<file path="config.mk">
export PLATFORM = sky130hd
export DESIGN_NAME = fib_acc_arbiter
export DESIGN_NICKNAME = d
export VERILOG_FILES = /design/src/rtl/fib_acc_arbiter.sv
export SDC_FILE = /design/constraint.sdc
export NUM_CORES = 1
export LEC_CHECK = 0
export CELL_PAD_IN_SITES_DETAIL_PLACEMENT = 0
export CELL_PAD_IN_SITES_GLOBAL_PLACEMENT = 1
export CORE_ASPECT_RATIO = 1.25
export CORE_MARGIN = 1.5
export CORE_UTILIZATION = 33
export DETAILED_ROUTE_END_ITERATION = 12
export PLACE_DENSITY_LB_ADDON = 0.1
export SLEW_MARGIN = 10
export SYNTH_ARGS = -nofsm -noshare
export SYNTH_HDL_FRONTEND = slang
export SYNTH_SLANG_ARGS = --single-unit
</file>
<file path="constraint.sdc">
create_clock -name clk -period 2 [get_ports clk]
set_input_delay 0.6 -clock clk [delete_from_list [all_inputs] [get_ports clk]]
set_output_delay 0.6 -clock clk [all_outputs]
set_load 0.05 [all_outputs]
</file>
<file path="src/rtl/fib_acc_arbiter.sv">
// Round-robin arbiter and sequencer for the shared Fibonacci accumulator
// (x <= x + y, y <= x). It runs one requester's job to a threshold, overflow or step limit.
module fib_acc_arbiter #(
    parameter  int W       = 8,
    parameter  int MAXSTEP = 16,
    localparam int CW      = $clog2(MAXSTEP + 1)
) (
    input  logic          clk,
    input  logic          reset,
    input  logic [1:0]    req,
    input  logic [W-1:0]  x0_seed,
    input  logic [W-1:0]  y0_seed,
    input  logic [W-1:0]  thr0,
    input  logic [W-1:0]  x1_seed,
    input  logic [W-1:0]  y1_seed,
    input  logic [W-1:0]  thr1,
    output logic [1:0]    gnt,
    output logic          busy,
    output logic          done,
    output logic          done_id,
    output logic [W-1:0]  res_x,
    output logic [CW-1:0] res_steps,
    output logic          res_hit,
    output logic          res_ovf
);

    typedef enum logic [1:0] {
        IDLE,
        RUN,
        DONE
    } state_t;

    state_t        state, state_nx;
    logic          rr_ptr, rr_ptr_nx;
    logic          winner, winner_nx;
    logic          pick;
    logic [W-1:0]  x, x_nx;
    logic [W-1:0]  y, y_nx;
    logic [W-1:0]  thr, thr_nx;
    logic [CW-1:0] step, step_nx;
    logic [W-1:0]  res_x_nx;
    logic [CW-1:0] res_steps_nx;
    logic          res_hit_nx;
    logic          res_ovf_nx;
    logic [W:0]    sum;

    // One extra bit so the adder's carry-out is visible as sum[W].
    assign sum = {1'b0, x} + {1'b0, y};

    // With both requesting, rr_ptr breaks the tie; otherwise the single requester wins.
    assign pick = (req == 2'b11) ? rr_ptr : req[1];

    always_comb begin
        // NOTE: every next-state signal gets a hold default first, so no path can infer a latch.
        state_nx     = state;
        rr_ptr_nx    = rr_ptr;
        winner_nx    = winner;
        x_nx         = x;
        y_nx         = y;
        thr_nx       = thr;
        step_nx      = step;
        res_x_nx     = res_x;
        res_steps_nx = res_steps;
        res_hit_nx   = res_hit;
        res_ovf_nx   = res_ovf;

        case (state)
            IDLE: begin
                if (req != 2'b00) begin
                    winner_nx = pick;
                    x_nx      = pick ? x1_seed : x0_seed;
                    y_nx      = pick ? y1_seed : y0_seed;
                    thr_nx    = pick ? thr1 : thr0;
                    step_nx   = '0;
                    state_nx  = RUN;
                end
            end

            RUN: begin
                if (x >= thr) begin
                    res_x_nx     = x;
                    res_steps_nx = step;
                    res_hit_nx   = 1'b1;
                    res_ovf_nx   = 1'b0;
                    state_nx     = DONE;
                end else if (step == CW'(MAXSTEP)) begin
                    res_x_nx     = x;
                    res_steps_nx = step;
                    res_hit_nx   = 1'b0;
                    res_ovf_nx   = 1'b0;
                    state_nx     = DONE;
                end else if (sum[W]) begin
                    // The wrapped sum is kept as the result; the failed step is not counted.
                    x_nx         = sum[W-1:0];
                    res_x_nx     = sum[W-1:0];
                    res_steps_nx = step;
                    res_hit_nx   = 1'b0;
                    res_ovf_nx   = 1'b1;
                    state_nx     = DONE;
                end else begin
                    x_nx    = sum[W-1:0];
                    y_nx    = x;
                    step_nx = step + CW'(1);
                end
            end

            DONE: begin
                rr_ptr_nx = ~winner;
                state_nx  = IDLE;
            end

            default: state_nx = IDLE;
        endcase
    end

    always_ff @(posedge clk) begin
        // NOTE: sequential state uses non-blocking assignments so all registers update together.
        if (reset) begin
            state     <= IDLE;
            rr_ptr    <= 1'b0;
            winner    <= 1'b0;
            x         <= '0;
            y         <= '0;
            thr       <= '0;
            step      <= '0;
            res_x     <= '0;
            res_steps <= '0;
            res_hit   <= 1'b0;
            res_ovf   <= 1'b0;
        end else begin
            state     <= state_nx;
            rr_ptr    <= rr_ptr_nx;
            winner    <= winner_nx;
            x         <= x_nx;
            y         <= y_nx;
            thr       <= thr_nx;
            step      <= step_nx;
            res_x     <= res_x_nx;
            res_steps <= res_steps_nx;
            res_hit   <= res_hit_nx;
            res_ovf   <= res_ovf_nx;
        end
    end

    // Grant spans RUN and DONE, so it follows directly from the state and the winner.
    assign busy    = (state != IDLE);
    assign gnt     = busy ? (winner ? 2'b10 : 2'b01) : 2'b00;
    assign done    = (state == DONE);
    assign done_id = winner;

endmodule
</file>
==> metrics.txt <==
Critical Path Max Stage Delay 0.37 ns; CTS max path bufs 2; clk sinks 48; Post-DP Area 4090 um^2; Final setup viols 35; DRC viols 0; worst setup margin -0.266 ns; via count of the routed design 2869; Initial Util 34.2%; register area 977 um^2; max-slew violations 0; endpoints failing hold 0; Post-Syn Area 2850 um^2; Final ANT Viol Nets 0; Post-Syn Nets 405; Post-synth EDFFs 0; met3 usage 3.08%; worst path buffer plus inverter count 2; # hold bufs at CTS 0; Synth top cells by count dfxtp_1, nor2_1, mux2i_1; Avg Vias per Cell 5.20; CP Class reg -> reg; GR Layer Usage met2 35.3%; # port buffers 71; GRT met1 Usage 23.3%; CP Data Arrival Time 2.45 ns; failing checks setup timing; Fillers 786; Worst Setup End Kind flip-flop; die area 9210 um^2; grt ovf 0; Pwr per Cell Area 1570 nW/um^2; startpoint types flip-flop; drt first-iter violations 124; I/O Pins 72; CTS tree done; Clock Skew 0.0103 ns; Synth area leaders dfxtp_1, mux2i_1, ha_1, nor2_1, a211oi_1; area occupied by multi-input gates 1950 um^2; WL final 8580 um; min Tclk post-route 2.27 ns; critical path required time 2.19 ns; Layout area overhead 56.3%; YS warnings 0; GP Congestion 0.818; count leader, synth dfxtp_1; highest net fanout along the worst path 3; Die H 107 um; die width 86.2 um; register bit total from synthesis 48; final worst path period share 113%; syn avg cell area 8.54 um^2; Worst path slowest cell dfxtp_4; CTS Root Cell clkbuf_8; nets 525; f_max 441 MHz; ys flop type dfxtp_1; Leak Pwr 1.90 nW; actual slew at the worst max-slew pin 0.497 ns; worst slack, placed -0.319 ns; dpl cells 535; final instance area 4460 um^2; overall global routing resource usage 19.2%; async set-reset flop share out of synthesis 0%; global-route wire length before repair 13900 um; Mapped Cells 334; Initial DRT Pass Iterations 4; Synth top area share 33.7%; Yosys top cell by area dfxtp_1; core area 8330 um^2; hpwl dp 6400 um; maximum vdd drop 0.838 mV; Antenna Cells 0; Tot Pwr 7.02 mW; grt peak-use layer met2; outcome finished with violations; Clock Latency Late Sink 0.31 ns; largest net degree at the start of global routing 25; Cell Rows 37; RSZ-0062 raised after global routing true; antenna violations before repair 0; H-tree levels 2; Non-Filler Instances 552; layout cells sized above 1 30.8%; Worst-path clk slew 0.10 ns; total CTS buffers 5; worst min-delay path category reg -> reg; Util after Layout 53.5%; Routed WL per cell 15.6 um; sequential element share of the synthesized area 33.7%; Slew HR 66.9%; cell type group with the largest total delay on the critical path compound AO/OA/AOI/OAI gates; Max Cap Viol 0; number of global-route vias before repair 2791; crit path cell chain ha_4 > inv_2 > fa_2 > nor2b_2 > o211ai_1 > buf_4 > a31oi_2 > nand3_1 > o21bai_1 > a211oi_1; synth unique cells 46
-- flip-flops by register name (all words and copies together), names as in the netlist --
name	flops
res_x	8
x	8
state	2
res_ovf	1
rr_ptr	1
res_steps	5
step	5
res_hit	1
thr	8
done_id	1
y	8
-- report_power, final --
group	total (mW)	switching, mW	leakage (nW)	internal, mW
Sequential	1.52	0.240	0.397	1.28
Clock	0.624	0.342	0.0445	0.282
Combinational	4.87	2.58	1.45	2.29
-- cell families after synthesis --
group                      Yosys count  share of synthesized area [%]
adders and majority gates           19                           8.60
AOI/OAI and AO/OA                  100                           24.2
and+or+nand+nor                     87                           14.0
DFF                                 48                           33.7
xor gates and xnor gates             6                           1.84
buffers and inverters               39                           5.39
muxes                               35                           12.3
-- layer usage --
| layer | up-vias | routed length, um |
|---|---|---|
| met1 | 1349 | 3580 |
| met3 | 9 | 306 |
| met2 | 56 | 4600 |
| met4 | 0 | 97 |
| li1 | 1455 | - |
| met5 | - | 0 |
-- final timing paths --
| check | start | endpoint | slack, ns | cells after the start |
|---|---|---|---|---|
| setup / recovery | x[0] | res_x[6] | -0.27 | 10 |
| hold / removal | y[5] | y[5] | 0.49 | 2 |
| setup reg to reg | x[0] | res_x[6] | -0.27 | 10 |
| hold reg to reg | y[5] | y[5] | 0.49 | 2 |
-- tightest hold or removal path, cell delays in order, from the launching register on --
cell	delay, ns
dfxtp_1	0.32
o21ai_0	0.07
a21oi_1	0.06
-- stage by stage --
step | setup TNS, ns | hold WS [ns]
6_report | -5.69 | 0.489
5_1_grt | -9.31 | 0.520
4_1_cts | -4.31 | 0.486
3_5_place_dp | -9.17 | 0.474
3_3_place_gp | -7.75 | 0.469
2_1_floorplan | -0.799 | 0.458
-- final cells by class --
cell class | instances | share of cell area (%)
multi-input cells | 247 | 43.7
repair buffers | 133 | 28.0
flip-flops and latches | 48 | 21.9
well taps | 97 | 2.72
clock buffers | 7 | 1.94
inverters | 19 | 1.60
clock inverters | 1 | 0.168
-- layout by cell type, fill, tap and decap left out, types with 3 or more instances in the layout --
| cell type | instances |
|---|---|
| mux2i_1 | 35 |
| nor2b_1 | 4 |
| buf_12 | 7 |
| a21oi_1 | 18 |
| dfxtp_1 | 41 |
| ha_4 | 5 |
| clkdlybuf4s50_1 | 51 |
| inv_1 | 17 |
| ha_1 | 13 |
| buf_4 | 66 |
| a211oi_1 | 14 |
| xor2_1 | 3 |
| nor2_1 | 37 |
| buf_6 | 9 |
| nand4_1 | 3 |
| o211ai_1 | 10 |
| nand3_1 | 6 |
| nor3_1 | 3 |
| dfxtp_2 | 4 |
| nand2_2 | 4 |
| o21ai_0 | 14 |
| xnor2_1 | 3 |
| o2111ai_1 | 7 |
| a211oi_2 | 6 |
| clkbuf_8 | 6 |
| a21oi_2 | 5 |
| dfxtp_4 | 3 |
| nand2_1 | 17 |
-- what timing repair did --
action	4_1_cts	5_1_grt
pin swaps	8	12
setup endpoints to repair	37	38
resized for setup	28	23
buffers inserted	6	3
Power figures use the tool's default switching activity.
